**config.mk**
```make
export PLATFORM = sky130hd
export DESIGN_NAME = mul_seq_ctrl_flat
export DESIGN_NICKNAME = d
export VERILOG_FILES = /design/src/rtl/mul_seq_ctrl_if.sv /design/src/rtl/mul_seq_ctrl.sv /design/src/flat_wrapper.sv
export SDC_FILE = /design/constraint.sdc
export NUM_CORES = 1
export LEC_CHECK = 0
export ABC_AREA = 1
export CAP_MARGIN = 10
export CELL_PAD_IN_SITES_DETAIL_PLACEMENT = 1
export CELL_PAD_IN_SITES_GLOBAL_PLACEMENT = 1
export CORE_MARGIN = 2
export CORE_UTILIZATION = 43
export CTS_BUF_LIST = sky130_fd_sc_hd__clkbuf_16
export CTS_CLUSTER_SIZE = 25
export DETAILED_ROUTE_END_ITERATION = 6
export DONT_BUFFER_PORTS = 1
export GPL_ROUTABILITY_DRIVEN = 0
export PLACE_DENSITY_LB_ADDON = 0.1
export SYNTH_ARGS = -nofsm -noshare
export SYNTH_HDL_FRONTEND = slang
export SYNTH_SLANG_ARGS = --single-unit
```
**constraint.sdc**
```tcl
create_clock -name clk -period 2.4 [get_ports clk]
set_clock_uncertainty 0.1 [all_clocks]
set_input_delay 0.72 -clock clk [delete_from_list [all_inputs] [get_ports clk]]
set_output_delay 0.72 -clock clk [all_outputs]
set_load 0.02 [all_outputs]
```
**src/rtl/mul_seq_ctrl_if.sv**
```systemverilog
// Requester/datapath <-> sequencer bundle: start/abort/stall inputs, condition bit, one-hot strobes.
// master = requester + datapath side, slave = controller side.
interface mul_seq_ctrl_if;
  logic       start;
  logic       abort;
  logic       en;
  logic       b0;
  logic       busy;
  logic       t_ld;
  logic       t_add;
  logic       t_shr;
  logic       t_wr;
  logic       done;
  logic       aborted;
  logic [2:0] state;

  modport master (
    output start, abort, en, b0,
    input  busy, t_ld, t_add, t_shr, t_wr, done, aborted, state
  );

  modport slave (
    input  start, abort, en, b0,
    output busy, t_ld, t_add, t_shr, t_wr, done, aborted, state
  );
endinterface

```
**src/rtl/mul_seq_ctrl.sv**
```systemverilog
// Shift-and-add multiplier sequencer: done arrives 2N+k+3 cycles after start (k = ones seen on b0).
// en=0 freezes state/count and gates every strobe; abort returns to IDLE with a one-cycle aborted pulse.
module mul_seq_ctrl #(
  parameter int N = 8
) (
  input  logic          clk,
  input  logic          res,
  mul_seq_ctrl_if.slave bus
);

  localparam int CW = $clog2(N + 1);

  localparam logic [2:0] S_IDLE  = 3'd0;
  localparam logic [2:0] S_LOAD  = 3'd1;
  localparam logic [2:0] S_TEST  = 3'd2;
  localparam logic [2:0] S_ADD   = 3'd3;
  localparam logic [2:0] S_SHIFT = 3'd4;
  localparam logic [2:0] S_WRITE = 3'd5;
  localparam logic [2:0] S_DONE  = 3'd6;

  logic [2:0]    state_q;
  logic [CW-1:0] cnt_q;
  logic          aborted_q;

  always_ff @(posedge clk) begin
    if (res) begin
      state_q   <= S_IDLE;
      cnt_q     <= '0;
      aborted_q <= 1'b0;
    end else begin
      aborted_q <= 1'b0;
      if (bus.abort && (state_q != S_IDLE)) begin
        // abort wins over stall: a frozen operation can still be cancelled
        state_q   <= S_IDLE;
        cnt_q     <= '0;
        aborted_q <= 1'b1;
      end else begin
        case (state_q)
          // IDLE ignores en; an abort in IDLE only blocks start
          S_IDLE: if (bus.start && !bus.abort) state_q <= S_LOAD;
          S_LOAD: if (bus.en) begin
            cnt_q   <= CW'(N);
            state_q <= S_TEST;
          end
          S_TEST: if (bus.en) state_q <= bus.b0 ? S_ADD : S_SHIFT;
          S_ADD:  if (bus.en) state_q <= S_SHIFT;
          S_SHIFT: if (bus.en) begin
            cnt_q   <= cnt_q - CW'(1);
            state_q <= (cnt_q == CW'(1)) ? S_WRITE : S_TEST;
          end
          S_WRITE: if (bus.en) state_q <= S_DONE;
          S_DONE:  if (bus.en) state_q <= S_IDLE;
          default: state_q <= S_IDLE;
        endcase
      end
    end
  end

  assign bus.busy    = (state_q != S_IDLE);
  assign bus.t_ld    = bus.en && (state_q == S_LOAD);
  assign bus.t_add   = bus.en && (state_q == S_ADD);
  assign bus.t_shr   = bus.en && (state_q == S_SHIFT);
  assign bus.t_wr    = bus.en && (state_q == S_WRITE);
  assign bus.done    = bus.en && (state_q == S_DONE);
  assign bus.aborted = aborted_q;
  assign bus.state   = state_q;

endmodule

```
**src/flat_wrapper.sv**
```systemverilog
// flat-port wrapper written by rule: the top's interface ports become plain ports
module mul_seq_ctrl_flat 
#(
  parameter int N = 8
)
  (clk, res, bus_start, bus_abort, bus_en, bus_b0, bus_busy, bus_t_ld, bus_t_add, bus_t_shr, bus_t_wr, bus_done, bus_aborted, bus_state);
  mul_seq_ctrl_if bus_i ();
  input  logic clk;
  input  logic res;
  input wire logic [$bits(bus_i.start)-1:0] bus_start;
  input wire logic [$bits(bus_i.abort)-1:0] bus_abort;
  input wire logic [$bits(bus_i.en)-1:0] bus_en;
  input wire logic [$bits(bus_i.b0)-1:0] bus_b0;
  output wire logic [$bits(bus_i.busy)-1:0] bus_busy;
  output wire logic [$bits(bus_i.t_ld)-1:0] bus_t_ld;
  output wire logic [$bits(bus_i.t_add)-1:0] bus_t_add;
  output wire logic [$bits(bus_i.t_shr)-1:0] bus_t_shr;
  output wire logic [$bits(bus_i.t_wr)-1:0] bus_t_wr;
  output wire logic [$bits(bus_i.done)-1:0] bus_done;
  output wire logic [$bits(bus_i.aborted)-1:0] bus_aborted;
  output wire logic [$bits(bus_i.state)-1:0] bus_state;
  assign bus_i.start = bus_start;
  assign bus_i.abort = bus_abort;
  assign bus_i.en = bus_en;
  assign bus_i.b0 = bus_b0;
  assign bus_busy = bus_i.busy;
  assign bus_t_ld = bus_i.t_ld;
  assign bus_t_add = bus_i.t_add;
  assign bus_t_shr = bus_i.t_shr;
  assign bus_t_wr = bus_i.t_wr;
  assign bus_done = bus_i.done;
  assign bus_aborted = bus_i.aborted;
  assign bus_state = bus_i.state;
  mul_seq_ctrl #(.N(N)) u_core (.clk(clk), .res(res), .bus(bus_i));
endmodule
```
==> metrics.txt <==
status=finished clean; detailed placement HPWL=1.08 mm; vias in the first global route=551; die footprint=1620 sq um; core area=1270 sq um; area of the multi-input gates=355 sq um; WP data required=1.58 ns; clk_lat worst skew=0.23 ns; Detail Route Antenna Nets=0; Yosys reg bits=8; Avg Inst Size Synth=6.75 sq um; XOR/XNOR share of the synthesized area=1.55%; worst endpoint data arrival time=1.36 ns; Num Clock Sinks=8; CTS buffer count=3; antenna violations before repair=0; Worst R2R Start=u_core.bus.state[1]; CP startpoint=u_core.bus.state[1]; root buf cell=clkbuf_16; predominant post-synthesis flop cell=dfxtp_1; Die X=40.3 um; leakage=0.000331 uW; Clock Tree Buf Depth=2; register area=160 sq um; Initial DRT Pass Iterations=4; final core utilization=54.4%; final worst path period share=90.7%; CTS clk-pin slew, worst paths=0.04 ns; synthesized-area fraction occupied by adder cells=4.42%; synth unique cells=20; DRC=0; CP Launch Type=flop; Cell Chain, Critical Path=inv_2, nand4_1, inv_1; final setup violation count=0; grt ovf=0; headroom to the max-slew limit=74.5%; fmax=459 MHz; postcts setup bufs=0; worst vdd ir=0.674 mV; min Tclk post-route=2.18 ns; Max Cap Viol=0; kind of critical path=reg -> out; Layout fillers=173; syn_nets=92; first-pass GRT wire length=2.23 mm; DR WL/cell=13.6 um; worst reg-to-reg path cell count=7; vias per cell=5.45; Hold Fails Final Rpt=0; Core Rows=13; hold depth=2; Worst-Margin Slew=0.382 ns; GRT Total Usage=20.9%; most common cell in the netlist=nand2_1; cell taking the most area after synthesis=dfxtp_1; DR iter-0 viols=4; largest family of logic cells by synthesized area=simple AND/OR/NAND/NOR gates; largest net degree at the start of global routing=9; synth warn=0; CTS tree=yes; ant diodes=0; I/O pin count=16; Worst Hold Launch=u_core.cnt_q[1]; Hold Buf Count CTS=0; CP max stage cell=dfxtp_1; final WL=1.44 mm; Hold WC Path Type=reg -> reg; CTS resizes=0; Mapped Area=567 sq um; max incr delay on CP=0.42 ns; Yosys top cell area share=28.3%; Via Count=578; Slew Limit Fails=0; Port Buf Inserts=0; post-synthesis compound-gate area fraction=7.95%; top cells by area, synth=dfxtp_1 28%, nand2_1 14%, nand3_1 7.9%; Post-synth EDFFs=0; setup TNS=0 ns; Nets=101; commonest cells in the synthesized netlist=21 x nand2_1, 12 x nor2_1, 9 x nand3_1, 8 x dfxtp_1, 7 x inv_1; CP Capture Type=output pin; simple-gate share of the synthesized area=48.8%; post-synthesis mux area share=0%; htree depth=1; Max FO, Critical Path=7; initial core utilization=44.7%; ys async rst share=0%; Post-Syn Instances=84; layout cells sized above 1=22.0%; pwr dens=1230 nW/um^2; sequential fraction of the synthesis area=28.3%; Die Y=40.3 um; Layout area overhead=21.9%; RSZ-0062 raised after global routing=false
[critical path: cells and delay by family, from the launching register on]
family        cells  cell delay, ns
flops             1            0.42
buf+inv           2            0.45
simple gates      1            0.25
[per-stage QoR]
step / total power (uW) / hold WS, ns / setup slack, ns / instance area (sq um) / std cells
2_1_floorplan: 487 / 0.371 / 0.318 / 567 / 84
3_3_place_gp: 555 / 0.385 / 0.417 / 616 / 103
3_5_place_dp: 567 / 0.398 / 0.408 / 616 / 103
4_1_cts: 853 / 0.405 / 0.232 / 691 / 106
5_1_grt: 903 / 0.447 / 0.146 / 691 / 106
6_report: 847 / 0.405 / 0.223 / 691 / 106
[area by class of cell]
type | instances | area share, %
Multi-Input combinational cell | 63 | 51.4
Sequential cell | 8 | 23.2
Clock buffer | 3 | 10.9
Inverter | 13 | 7.43
Timing Repair Buffer | 4 | 4.35
Tap cell | 15 | 2.72
[sequential cells by signal, indices dropped and copies added (netlist names)]
name,cells
u_core.cnt_q,4
u_core.bus.aborted,1
u_core.bus.state,3
[metal layers]
| layer | global-route usage, % | vias to the layer above | part of all wire (%) |
|---|---|---|---|
| met1 | 26.2 | 277 | 46 |
| li1 | - | 288 | - |
| met5 | 0 | - | 0 |
| met4 | 7.50 | 0 | 0.69 |
| met2 | 35.1 | 11 | 48 |
| met3 | 4.44 | 2 | 4.3 |
[placed cells by master (no fill, tap or decap)]
| cell | instances |
|---|---|
| ha_1 | 2 |
| inv_1 | 7 |
| nand2_2 | 1 |
| clkbuf_16 | 3 |
| nand4_1 | 4 |
| nor3_1 | 2 |
| nor2_8 | 1 |
| nand3_4 | 1 |
| dfxtp_1 | 8 |
| o21ai_1 | 1 |
| a21oi_2 | 1 |
| or2_0 | 1 |
| nand3_1 | 9 |
| a21oi_1 | 3 |
| nand2_1 | 21 |
| nor2_1 | 12 |
| inv_2 | 5 |
| nand2_4 | 2 |
| buf_4 | 4 |
| a21oi_4 | 1 |
| inv_4 | 1 |
| xor2_1 | 1 |
[final timing paths]
kind,slack (ns),endpoint
worst max-delay path,0.22,bus_t_ld
worst min-delay path,0.40,u_core.cnt_q[1]
worst max register to register,0.86,u_core.bus.state[0]
worst min register to register,0.40,u_core.cnt_q[1]
[power breakdown]
group / total (uW) / internal [uW] / switching (uW)
combinational: 365 / 112 / 254
clock: 278 / 215 / 63.5
sequential: 204 / 166 / 38.0
total: 847 / 492 / 355
[kinds of logic after synthesis]
logic type | count (synthesis)
buffers and inverters | 13
flip-flops | 8
AND/OR/NAND/NOR | 54
adder cells (fa/ha/maj) | 2
XOR/XNOR | 1
AO/OA/AOI/OAI | 6
No activity file was read; power rests on OpenSTA's default activity.
